===== src/rtl/othello_pkg.sv =====
// Shared constants for the Othello display path: select encodings, requester count,
// board geometry, screen limits and the cell-plot arbiter state type.
package othello_pkg;

    localparam int NUM_REQ   = 3;
    localparam int BOARD_DIM = 8;
    localparam int SCREEN_W  = 160;
    localparam int SCREEN_H  = 120;

    localparam logic [1:0] SEL_EMPTY  = 2'd0;
    localparam logic [1:0] SEL_BLACK  = 2'd1;
    localparam logic [1:0] SEL_WHITE  = 2'd2;
    localparam logic [1:0] SEL_CURSOR = 2'd3;

    typedef enum logic [1:0] {
        ST_IDLE = 2'd0,
        ST_DRAW = 2'd1,
        ST_DONE = 2'd2
    } arb_state_t;

    // Requester index successor, wrapping modulo NUM_REQ.
    function automatic logic [1:0] next_index(input logic [1:0] i);
        return (i == 2'(NUM_REQ - 1)) ? 2'd0 : i + 2'd1;
    endfunction

endpackage


===== src/rtl/cell_arb_pick.sv =====
// Pure winner selection for the cell-plot arbiter. CELL_PLOT_ARB_RR_EN selects
// round-robin starting after the last owner; otherwise the lowest index wins.
import othello_pkg::*;

module cell_arb_pick (
    input  logic [NUM_REQ-1:0] req,
    input  logic [1:0]         ptr,
    output logic [NUM_REQ-1:0] grant,
    output logic [1:0]         idx,
    output logic               valid
);

`ifdef CELL_PLOT_ARB_RR_EN
    logic [1:0] cand;

    always_comb begin
        valid = 1'b0;
        idx   = 2'd0;
        cand  = next_index(ptr);
        for (int k = 0; k < NUM_REQ; k++) begin
            if (!valid && req[cand]) begin
                valid = 1'b1;
                idx   = cand;
            end
            cand = next_index(cand);
        end
    end
`else
    logic unused_ptr;
    assign unused_ptr = ^ptr;

    always_comb begin
        valid = 1'b0;
        idx   = 2'd0;
        for (int k = 0; k < NUM_REQ; k++) begin
            if (!valid && req[k]) begin
                valid = 1'b1;
                idx   = 2'(k);
            end
        end
    end
`endif

    assign grant = valid ? ({{(NUM_REQ-1){1'b0}}, 1'b1} << idx) : '0;

endmodule


===== src/rtl/cell_plot_arbiter.sv =====
// Grants one of three cell-draw requesters the shared pixel-plot path and sweeps
// its board cell one pixel per cycle. CELL_PLOT_ARB_RR_EN enables round-robin.
import othello_pkg::*;

module cell_plot_arbiter #(
    parameter int CELL_SIZE = 12,
    parameter int ORIGIN_X  = 32,
    parameter int ORIGIN_Y  = 12
) (
    input  logic                 clock,
    input  logic                 reset,
    input  logic [NUM_REQ-1:0]   req,
    input  logic [3*NUM_REQ-1:0] cell_x,
    input  logic [3*NUM_REQ-1:0] cell_y,
    input  logic [2*NUM_REQ-1:0] sel,
    output logic [NUM_REQ-1:0]   ack,
    output logic [NUM_REQ-1:0]   done,
    output logic                 busy,
    output logic                 plot,
    output logic [7:0]           x,
    output logic [6:0]           y,
    output logic [1:0]           select
);

    localparam int CW = (CELL_SIZE > 1) ? $clog2(CELL_SIZE) : 1;
    localparam logic [CW-1:0] PIX_LAST = CW'(CELL_SIZE - 1);

    logic [2:0] cx_arr  [NUM_REQ];
    logic [2:0] cy_arr  [NUM_REQ];
    logic [1:0] sel_arr [NUM_REQ];

    genvar gi;
    generate
        for (gi = 0; gi < NUM_REQ; gi++) begin : g_unpack
            assign cx_arr[gi]  = cell_x[3*gi +: 3];
            assign cy_arr[gi]  = cell_y[3*gi +: 3];
            assign sel_arr[gi] = sel[2*gi +: 2];
        end
    endgenerate

    arb_state_t         state_reg;
    logic [1:0]         ptr_reg;
    logic [1:0]         owner_reg;
    logic [CW-1:0]      px_reg, py_reg;
    logic [CW-1:0]      px_next, py_next;
    logic [7:0]         base_x_reg, base_x_next;
    logic [6:0]         base_y_reg, base_y_next;
    logic [NUM_REQ-1:0] win_grant;
    logic [1:0]         win_idx;
    logic               win_valid;

    cell_arb_pick u_pick (
        .req   (req),
        .ptr   (ptr_reg),
        .grant (win_grant),
        .idx   (win_idx),
        .valid (win_valid)
    );

    // Top-left pixel of the winning requester's cell.
    assign base_x_next = 8'(ORIGIN_X) + 8'(cx_arr[win_idx]) * 8'(CELL_SIZE);
    assign base_y_next = 7'(ORIGIN_Y) + 7'(cy_arr[win_idx]) * 7'(CELL_SIZE);

    always_comb begin
        px_next = px_reg + CW'(1);
        py_next = py_reg;
        if (px_reg == PIX_LAST) begin
            px_next = '0;
            py_next = py_reg + CW'(1);
        end
    end

    always_ff @(posedge clock) begin
        if (reset) begin
            state_reg  <= ST_IDLE;
            ptr_reg    <= 2'd2;
            owner_reg  <= 2'd0;
            px_reg     <= '0;
            py_reg     <= '0;
            base_x_reg <= '0;
            base_y_reg <= '0;
            ack        <= '0;
            done       <= '0;
            busy       <= 1'b0;
            plot       <= 1'b0;
            x          <= '0;
            y          <= '0;
            select     <= '0;
        end else begin
            ack  <= '0;
            done <= '0;
            case (state_reg)
                ST_IDLE: begin
                    if (win_valid) begin
                        state_reg  <= ST_DRAW;
                        ptr_reg    <= win_idx;
                        owner_reg  <= win_idx;
                        ack        <= win_grant;
                        busy       <= 1'b1;
                        plot       <= 1'b1;
                        px_reg     <= '0;
                        py_reg     <= '0;
                        base_x_reg <= base_x_next;
                        base_y_reg <= base_y_next;
                        x          <= base_x_next;
                        y          <= base_y_next;
                        select     <= sel_arr[win_idx];
                    end
                end
                ST_DRAW: begin
                    if (px_reg == PIX_LAST && py_reg == PIX_LAST) begin
                        state_reg <= ST_DONE;
                        plot      <= 1'b0;
                        done      <= {{(NUM_REQ-1){1'b0}}, 1'b1} << owner_reg;
                    end else begin
                        px_reg <= px_next;
                        py_reg <= py_next;
                        x      <= base_x_reg + 8'(px_next);
                        y      <= base_y_reg + 7'(py_next);
                    end
                end
                ST_DONE: begin
                    busy      <= 1'b0;
                    state_reg <= ST_IDLE;
                end
                default: state_reg <= ST_IDLE;
            endcase
        end
    end

endmodule


===== config.mk =====
export PLATFORM = sky130hd
export DESIGN_NAME = cell_plot_arbiter
export DESIGN_NICKNAME = d
export VERILOG_FILES = /design/src/rtl/othello_pkg.sv /design/src/rtl/cell_arb_pick.sv /design/src/rtl/cell_plot_arbiter.sv
export SDC_FILE = /design/constraint.sdc
export NUM_CORES = 1
export LEC_CHECK = 0
export BUFFER_PORTS_ARGS = -buffer_cell sky130_fd_sc_hd__buf_4
export CAP_MARGIN = 5
export CORE_ASPECT_RATIO = 0.9
export CORE_MARGIN = 2
export CORE_UTILIZATION = 58
export CTS_CLUSTER_DIAMETER = 30
export DETAILED_ROUTE_END_ITERATION = 10
export GPL_TIMING_DRIVEN = 0
export PLACE_DENSITY = 0.84
export SLEW_MARGIN = 10
export SYNTH_ARGS = -nofsm -noshare
export SYNTH_HDL_FRONTEND = slang
export SYNTH_SLANG_ARGS = --single-unit

===== constraint.sdc =====
create_clock -name clock -period 5.6 [get_ports clock]
set_input_delay 0.28 -clock clock [delete_from_list [all_inputs] [get_ports clock]]
set_output_delay 0.28 -clock clock [all_outputs]
set_load 0.03 [all_outputs]

; ---- After elaboration in Yosys (flattened, before gate mapping)
; Cells that the tools add are included.
[word_totals]
reg_bits = 52
inputBits = 29
output_inout_bits = 25
[op_classes]
n_addsub = 6
n_mul = 2
magnitude_cmp = 1
n_eq_ne = 7
shift = 2
muxes = 34
n_bitwise = 5
reduce_logical = 15
[ops]
columns = op, n
row1 = $mux W4, 5
row2 = $mux W8, 2
row3 = $pmux W4 S2, 2
row4 = $pmux W8 S2, 1
row5 = $mux W7, 2
row6 = $pmux W7 S2, 1
row7 = $bmux W3 S2, 2
row8 = $mux W3, 4
row9 = $mul A3 B2 Y5 const B, 2
row10 = $mux W2, 5
row11 = $add A4 B1 Y4 const B, 2
row12 = $add A6 B7 Y8 const A, 1
row13 = $add A8 B4 Y8, 1
row14 = $eq A4 B4 Y1 const B, 2
row15 = $add A4 B7 Y7 const A, 1
row16 = $add A7 B4 Y7, 1
row17 = $mux W1, 6
row18 = $reduce_and A2 Y1, 3
row19 = $reduce_and A3 Y1, 2
row20 = $reduce_or A3 Y1, 2
row21 = $shl A1 B2 Y3 const A, 2
row22 = $bmux W2 S2, 1
row23 = $ne A2 B2 Y1 const B, 2
row24 = $not A1 Y1, 4
row25 = other kinds (11), 16

; ---- Depth between registers and ports, before layout
; Gate-level depths: netlist of the first run.
[logic_depth]
word_depth = 15
mapped_depth = 14
mapped_depth_nobuf = 13

; ---- By module
; A second synthesis of the first run with hierarchy kept.
[hier_totals]
cells_unflattened = 280
hier_area_um2 = 2462.4
[by_module_without_submodules]
columns = module, n_inst, cells_each, area_per_inst_um2
row1 = cell_plot_arbiter, 1, 274, 2423.6
row2 = cell_arb_pick, 1, 6, 38.8

; ---- Worst setup path after synthesis of the first run
; No wires, ideal clock.
[synth_path]
path_kind = input to register
from = input req[1]
to = register base_y_reg[5]
t_arrival_ps = 2595
required_time_ps = 5509
path_slack_ps = 2914
path_stages = 10
path_buffers = 1
cell_sequence = buf_6 -> inv_1 -> nor2_1 -> a221o_1 -> ha_1 -> inv_1 -> fa_1 -> o41a_1 -> or3_1 -> a311oi_1
[synth_between]
elab_chain_cells = 11
[synth_lines]
columns = element, line
row1 = "start, declared", cell_plot_arbiter.sv:12  ; input logic [NUM_REQ-1:0] req,
row2 = $logic_and A1 B1 Y1 *, cell_arb_pick.sv:36  ; if (!valid && req[k]) begin
row3 = $mux W1, cell_arb_pick.sv:36
row4 = $logic_not A1 Y1, cell_arb_pick.sv:36
row5 = $logic_and A1 B1 Y1, cell_arb_pick.sv:36
row6 = $mux W2, cell_arb_pick.sv:36
row7 = $not A2 Y3 (implied by the code), cell_plot_arbiter.sv:62  ; assign base_y_next = 7'(ORIGIN_Y) + 7'(cy_arr[win_idx]) * 7'(CELL_SIZE);
row8 = $bmux W3 S2, cell_plot_arbiter.sv:62
row9 = $mux W3 (implied by the code) (2 in series), cell_plot_arbiter.sv:62
row10 = $mul A3 B2 Y5, cell_plot_arbiter.sv:62
row11 = $add A4 B7 Y7, cell_plot_arbiter.sv:62
row12 = "end signal, assigned", cell_plot_arbiter.sv:104  ; base_y_reg <= base_y_next;
row13 = "end, declared", cell_plot_arbiter.sv:47  ; logic [6:0] base_y_reg, base_y_next;
; Every way passes the cells marked *; elsewhere a longest branch is shown, timed or not. The select of a mux whose other input is x is not followed.
; A chain may end at the register's enable or synchronous reset.

; ---- Worst setup path in the final report of the first run
[layout_path]
from = input req[0]
to = register base_y_reg[5]
[layout_between]
elab_chain_cells = 13
[layout_lines]
columns = element, line
row1 = $mux W1 *, cell_arb_pick.sv:36
row2 = $logic_not A1 Y1, cell_arb_pick.sv:36
row3 = $logic_and A1 B1 Y1, cell_arb_pick.sv:36
row4 = $mux W1, cell_arb_pick.sv:36
row5 = $logic_not A1 Y1, cell_arb_pick.sv:36
row6 = $logic_and A1 B1 Y1, cell_arb_pick.sv:36
row7 = $mux W2, cell_arb_pick.sv:36
row8 = $not A2 Y3 (implied by the code), cell_plot_arbiter.sv:62
row9 = $bmux W3 S2, cell_plot_arbiter.sv:62
row10 = $mux W3 (implied by the code) (2 in series), cell_plot_arbiter.sv:62
row11 = $mul A3 B2 Y5, cell_plot_arbiter.sv:62
row12 = $add A4 B7 Y7, cell_plot_arbiter.sv:62
; Marks and branches as above.

==> flow_summary.toml, run 1 <==
[critical_path]
arrival_ns = 3.07
cp-start-kind = "primary input"
crit_required_ns = 5.81
path_class = "primary input to flop"
crit_top_cell = "buf_4"
cp_cell_sequence = "buf_4 -> buf_4 -> inv_2 -> nor2_1 -> nor3_1 -> ha_1 -> inv_1 -> fa_1 -> o41a_1 -> or3_1 -> a311oi_1"
path_max_fanout = 10
crit_path_end_kind = "flop"
critical_path.max_stage_delay_ns = 0.49
cp_top_family = "simple AND/OR/NAND/NOR gates"
cp_num_buf_inv = 4
slowest_stage = "fa_1"

[floorplanning]
initial_core_util = 0.606
die-area_sq_um = 4820
num_rows = 22
ios = 54
core_area_sq_um = 4100
die_x_microns = 73.0
die_h_microns = 66.1

[clocking]
cts_buffers = 5
htreeDepth = 2
cts_hold_buf = 0
cts_resized = 0
clock_latency_ns = 0.29
clk_path_buf_depth = 2
clock-sinks = 44
root_buffer = "clkbuf_8"
clk_pin_slew_ns = 0.09
cts_tree = "done"
cts_setup_buffers = 0

[synth]
synthFlopType = "dfxtp_1"
synth_common_cells = "dfxtp_1, nand2_1, a21oi_1"
synth_cell_types = 52
synth-seq-cells = 44
avgSynthCellArea_sq_um = 8.39
seq_area_frac_synth = 0.355
ys_warn_count = 0
async_reset_ff_frac = 0
synth_top_cell_area_share = 0.355
synth_edf_count = 0
synth_area_leaders = "dfxtp_1, ha_1, a21oi_1"
synth.most_common_cell = "dfxtp_1"
synth_area_sq_um = 2480
yosysTopAreaCell = "dfxtp_1"
syn_inst = 296
syn-num-nets = 343

[power]
max-vdd-ir-drop_mv = 0.161
p_sw_w = 0.000260
seq_power_share = 0.411
internal-power_w = 0.000611
swShare = 0.299
pwr-share-comb = 0.265
finalPower_w = 0.000871
p_leak_nw = 1.33
clockPowerShare = 0.324
p_per_area_nw_per_um2 = 284

[route]
routed_wl_mm = 5.95
vias = 2381
route.detailed.drc = 0
wl_per_cell_microns = 14.8
drtAntennaViolNets = 0
drtIter0Drc = 155
drt_pass1_iterations = 5
via_per_inst = 5.91

[sta]
slew_violations = 0
tightest_slew_ns = 0.573
hold_viol_final = 0
rsz0062_at_grt = "false"
setup_viol = 0
setup_tns_ns = 0
relSlewSlack = 0.615
fmax_ghz = 0.349
hold_slack_ns = 0.361
period_share = 0.511
fin_crit_ns = 2.86
fin_skew_ns = 0.0103

[global_route]
antenna_found_initial = 0
grt_pass1_wl_mm = 10.2
grtUsageTotal = 0.272
grt_max_degree = 14
grt_remaining_overflow = 0
grt_pass1_vias = 2211

[finish]
nets = 402
diodes = 0
drive_gt1_frac = 0.214
fillers = 315
syn2layout_area_growth_pct = 23.3
largest_reg_flops = 8

[place]
hpwl_mm = 4.40
gp_congestion = 0.915
port_buffers = 52

[run]
cap_violations = 0

[min_path]
hold_path_class = "primary input to flop"

[status]
status = "complete, no violations"
path summary, 6_finish.rpt:
kind / start / endpoint / slack [ns] / cells after the start
setup / recovery: req[0] / base_y_reg[5]$_SDFFE_PP0P_ / 2.74 / 11
hold reg to reg: x[7]$_SDFFE_PP0P_ / x[7]$_SDFFE_PP0P_ / 0.46 / 2
hold / removal: req[0] / ack[1]$_SDFF_PP0_ / 0.36 / 3
setup reg to reg: x[0]$_SDFFE_PP0P_ / y[5]$_SDFFE_PP0P_ / 3.01 / 10
through the flow:
| stage | std cells | util | worst slack [ns] | area (sq um) |
|---|---|---|---|---|
| final | 403 | 0.747 | 2.74 | 3060 |
| after global routing | 403 | 0.747 | 2.55 | 3060 |
| after CTS | 403 | 0.747 | 2.80 | 3060 |
| after detailed placement | 396 | 0.715 | 2.50 | 2930 |
| after global placement | 396 | 0.715 | 2.56 | 2930 |
| after floorplan | 296 | - | 2.91 | 2480 |
routing by layer:
| metal | share of wire | GRT usage |
|---|---|---|
| met4 | 0.015 | 0.104 |
| met3 | 0.065 | 0.0427 |
| met2 | 0.47 | 0.435 |
| met5 | 0 | 0 |
| met1 | 0.45 | 0.368 |
layout make-up:
cell class	count	area (sq um)	share of cell area
flip-flops and latches	44	881	0.288
multi-input cells	220	1450	0.473
inverters	11	41.3	0.0135
repair buffers	52	390	0.127
well taps	48	60.1	0.0196
clock inverters	2	60.1	0.0196
plain buffers	21	113	0.0368
clock buffers	5	68.8	0.0225
layout by cell type (no fill, tap or decap), types with 2 or more instances in the layout:
| cell type | synthesis | routed |
|---|---|---|
| o22ai_1 | 6 | 6 |
| bufinv_16 | 0 | 2 |
| inv_1 | 10 | 10 |
| a211o_1 | 3 | 3 |
| nand4_1 | 2 | 2 |
| buf_4 | 6 | 58 |
| xor2_1 | 3 | 3 |
| buf_1 | 2 | 2 |
| dfxtp_1 | 44 | 44 |
| or3_1 | 4 | 4 |
| nand3_1 | 12 | 12 |
| nand2b_1 | 5 | 5 |
| nor2_1 | 26 | 26 |
| nor4b_1 | 3 | 3 |
| ha_1 | 14 | 14 |
| a21o_1 | 5 | 5 |
| nand3b_1 | 5 | 5 |
| o21ai_0 | 8 | 8 |
| xnor2_1 | 7 | 7 |
| nor3_1 | 5 | 5 |
| and2_1 | 2 | 2 |
| clkbuf_8 | 0 | 5 |
| nand2_1 | 36 | 36 |
| o21a_1 | 2 | 2 |
| a311oi_1 | 3 | 3 |
| fa_1 | 4 | 4 |
| buf_2 | 3 | 3 |
| o211ai_1 | 4 | 4 |
| a21oi_1 | 27 | 27 |
| nor2b_1 | 3 | 3 |
| a211oi_1 | 9 | 9 |
| nor4_1 | 3 | 3 |
| clkbuf_1 | 9 | 9 |
power groups by stage:
stage                     Sequential, W  Clock (W)  Combinational [W]
after floorplan                0.000390          0           0.000127
final                          0.000358   0.000282           0.000231
after global routing           0.000362   0.000293           0.000256
after detailed placement       0.000365          0           0.000227
after global placement         0.000364          0           0.000224
after CTS                      0.000358   0.000281           0.000229
tightest hold or removal path, delay by kind of cell:
kind / cells / cell delay, ns
and+or+nand+nor: 2 / 0.23
buffers and inverters: 1 / 0.09
cell families after synthesis:
kind of cell,count (synthesis),synth area share
buf+inv,32,0.0620
xor+xnor,10,0.0353
fa+ha+maj,18,0.103
flops,44,0.355
simple gates,113,0.227
compound gates,79,0.219
No activity file was read; power rests on OpenSTA's default activity.
==> run 2: changes to the inputs <==
CORE_UTILIZATION = 49   (was 58)
PLACE_DENSITY = 0.76   (was 0.84)
clock period = 2.4 ns   (was 5.6 ns; I/O delays follow)
==> run 2 against run 1 <==
  * Via count increased by 2.8%
  * First-iteration DRC count down 3.2%
  * Combinational power rose to 2.6 times the previous value
  * Clock skew down 0.0042 ns
  * Core utilization shrank 6.8 points
  * Sequential share of layout area fell by 1.9 points
  * Critical path depth is the same
  * Clock power is 130% higher
  * Setup slack got worse by 2.7 ns
  * Cell count up 6.9%
  * Sequential cell count is the same
  * Die area rose by 17%
  * Largest power group unchanged
  * Highest routed layer unchanged
==> flow_summary.toml, run 2 (synthesis gave the netlist of run 1 again) <==
[status]
status = "complete, no violations"

[critical_path]
rr_startpoint = "x[0]$_SDFFE_PP0P_"
crit_path_end_kind = "flop"
crit_required_ns = 2.62
startpoint = "req[1]"
cp-start-kind = "primary input"
path_class = "primary input to flop"
path_max_fanout = 6
arrival_ns = 2.59

[place]
gp_congestion = 0.866
hpwl_mm = 4.72
dp_cells = 413
port_buffers = 52

[finish]
syn2layout_area_growth_pct = 33.0
final_cells = 431
largest_reg_flops = 8
diodes = 0
mostFrequentLayoutCells = "buf_4, dfxtp_1, nand2_1"
drive_gt1_frac = 0.298
nets = 413
final_common_cell = "buf_4"
fillers = 407

[clocking]
htreeDepth = 2
root_buffer = "clkbuf_8"
clk_path_buf_depth = 2
clk_pin_slew_ns = 0.08
cts_tree = "done"
clock-sinks = 44
cts_hold_buf = 0
clock_latency_ns = 0.30
cts_buffers = 5

[global_route]
antenna_found_initial = 0
grt_remaining_overflow = 0
grtUsageMet1 = 0.304
busiest_layer = "met2"
grt_pass1_vias = 2223
grtUsageMet2 = 0.403
grt_pass1_wl_mm = 10.5
met3_usage = 0.0542
grt_max_degree = 14
grtUsageTotal = 0.238

[min_path]
hold_path_class = "primary input to flop"
min-delay-start = "req[0]"

[sta]
setup_viol = 0
slew_violations = 0
hold_slack_ns = 0.190
tightest_slew_ns = 0.588
rsz0062_at_grt = "true"
period_share = 0.988
setup_tns_ns = 0
fin_skew_ns = 0.00608
fin_crit_ns = 2.37
hold_viol_final = 0
fmax_ghz = 0.422
relSlewSlack = 0.608

[floorplanning]
die_h_microns = 71.5
die-area_sq_um = 5650
num_rows = 24
die_x_microns = 79.0
ios = 54
initial_core_util = 0.511
core_area_sq_um = 4860

[power]
max-vdd-ir-drop_mv = 0.357
p_per_area_nw_per_um2 = 635
p_leak_nw = 1.42

[route]
drtAntennaViolNets = 0
wl_per_cell_microns = 15.8
routed_wl_mm = 6.82
drt_pass1_iterations = 4
vias = 2447
route.detailed.drc = 0
via_per_inst = 5.68
drtIter0Drc = 150

[run]
cap_violations = 0
[run 2: cell count changes in the layout (fill, tap and decap cells not counted), sizes merged]
cell / delta
buf: +9
clkbuf: +2
[run 2: stage by stage]
| step | instance area, sq um | power, W | utilization | setup WS, ns |
|---|---|---|---|---|
| detailed placement | 2960 | 0.00139 | 0.609 | -0.317 |
| global placement | 2960 | 0.00138 | 0.609 | -0.275 |
| finish | 3300 | 0.00210 | 0.679 | 0.0298 |
| global route | 3300 | 0.00218 | 0.679 | -0.0524 |
| floorplan | 2490 | 0.00121 | - | 0.0262 |
| CTS | 3110 | 0.00205 | 0.639 | 0.00334 |
[run 2: repair_timing]
action / in CTS / in global routing
cloned: 0 / 1
buffers inserted: 1 / 9
endpoints found under the hold margin: 0 / 0
resized for setup: 5 / 30
setup endpoints to repair: 4 / 9
pin swaps: 3 / 12
[run 2: power by group]
part | switching (W) | total [W] | internal [W]
clock | 0.000251 | 0.000660 | 0.000410
combinational | 0.000343 | 0.000601 | 0.000258
sequential | 0.0000456 | 0.000837 | 0.000792
total | 0.000640 | 0.00210 | 0.00146
[run 2: worst paths after layout]
path / to / slack, ns / depth (start not counted)
max: base_y_reg[5]$_SDFFE_PP0P_ / 0.03 / 11
min: ack[1]$_SDFF_PP0_ / 0.19 / 3
max reg2reg: y[4]$_SDFFE_PP0P_ / 0.11 / 9
min reg2reg: x[3]$_SDFFE_PP0P_ / 0.46 / 2
[run 2: worst max-delay path: stages]
cell and delay [ns]:
buf_4 0.14, buf_12 0.14, inv_8 0.04, nor2_1 0.04, a221o_1 0.37, ha_2 0.19
inv_2 0.05, fa_2 0.45, o41a_1 0.44, or3_1 0.40, a311oi_2 0.19
[run 2: area by class of cell]
type | count | area (sq um) | share of cell area
Buffer | 21 | 133 | 0.0402
Tap cell | 65 | 81.3 | 0.0246
Inverter | 11 | 48.8 | 0.0148
Clock inverter | 2 | 60.1 | 0.0182
Clock buffer | 5 | 68.8 | 0.0208
Multi-Input combinational cell | 220 | 1530 | 0.462
Sequential cell | 44 | 886 | 0.268
Timing Repair Buffer | 63 | 499 | 0.151
[run 2: routing by layer]
layer | vias to the layer above | routed length (microns) | part of all wire
li1 | 1187 | - | -
met1 | 1166 | 2900 | 0.42
met2 | 81 | 3330 | 0.49
met3 | 13 | 456 | 0.067
met4 | 0 | 141 | 0.021
met5 | - | 0 | 0
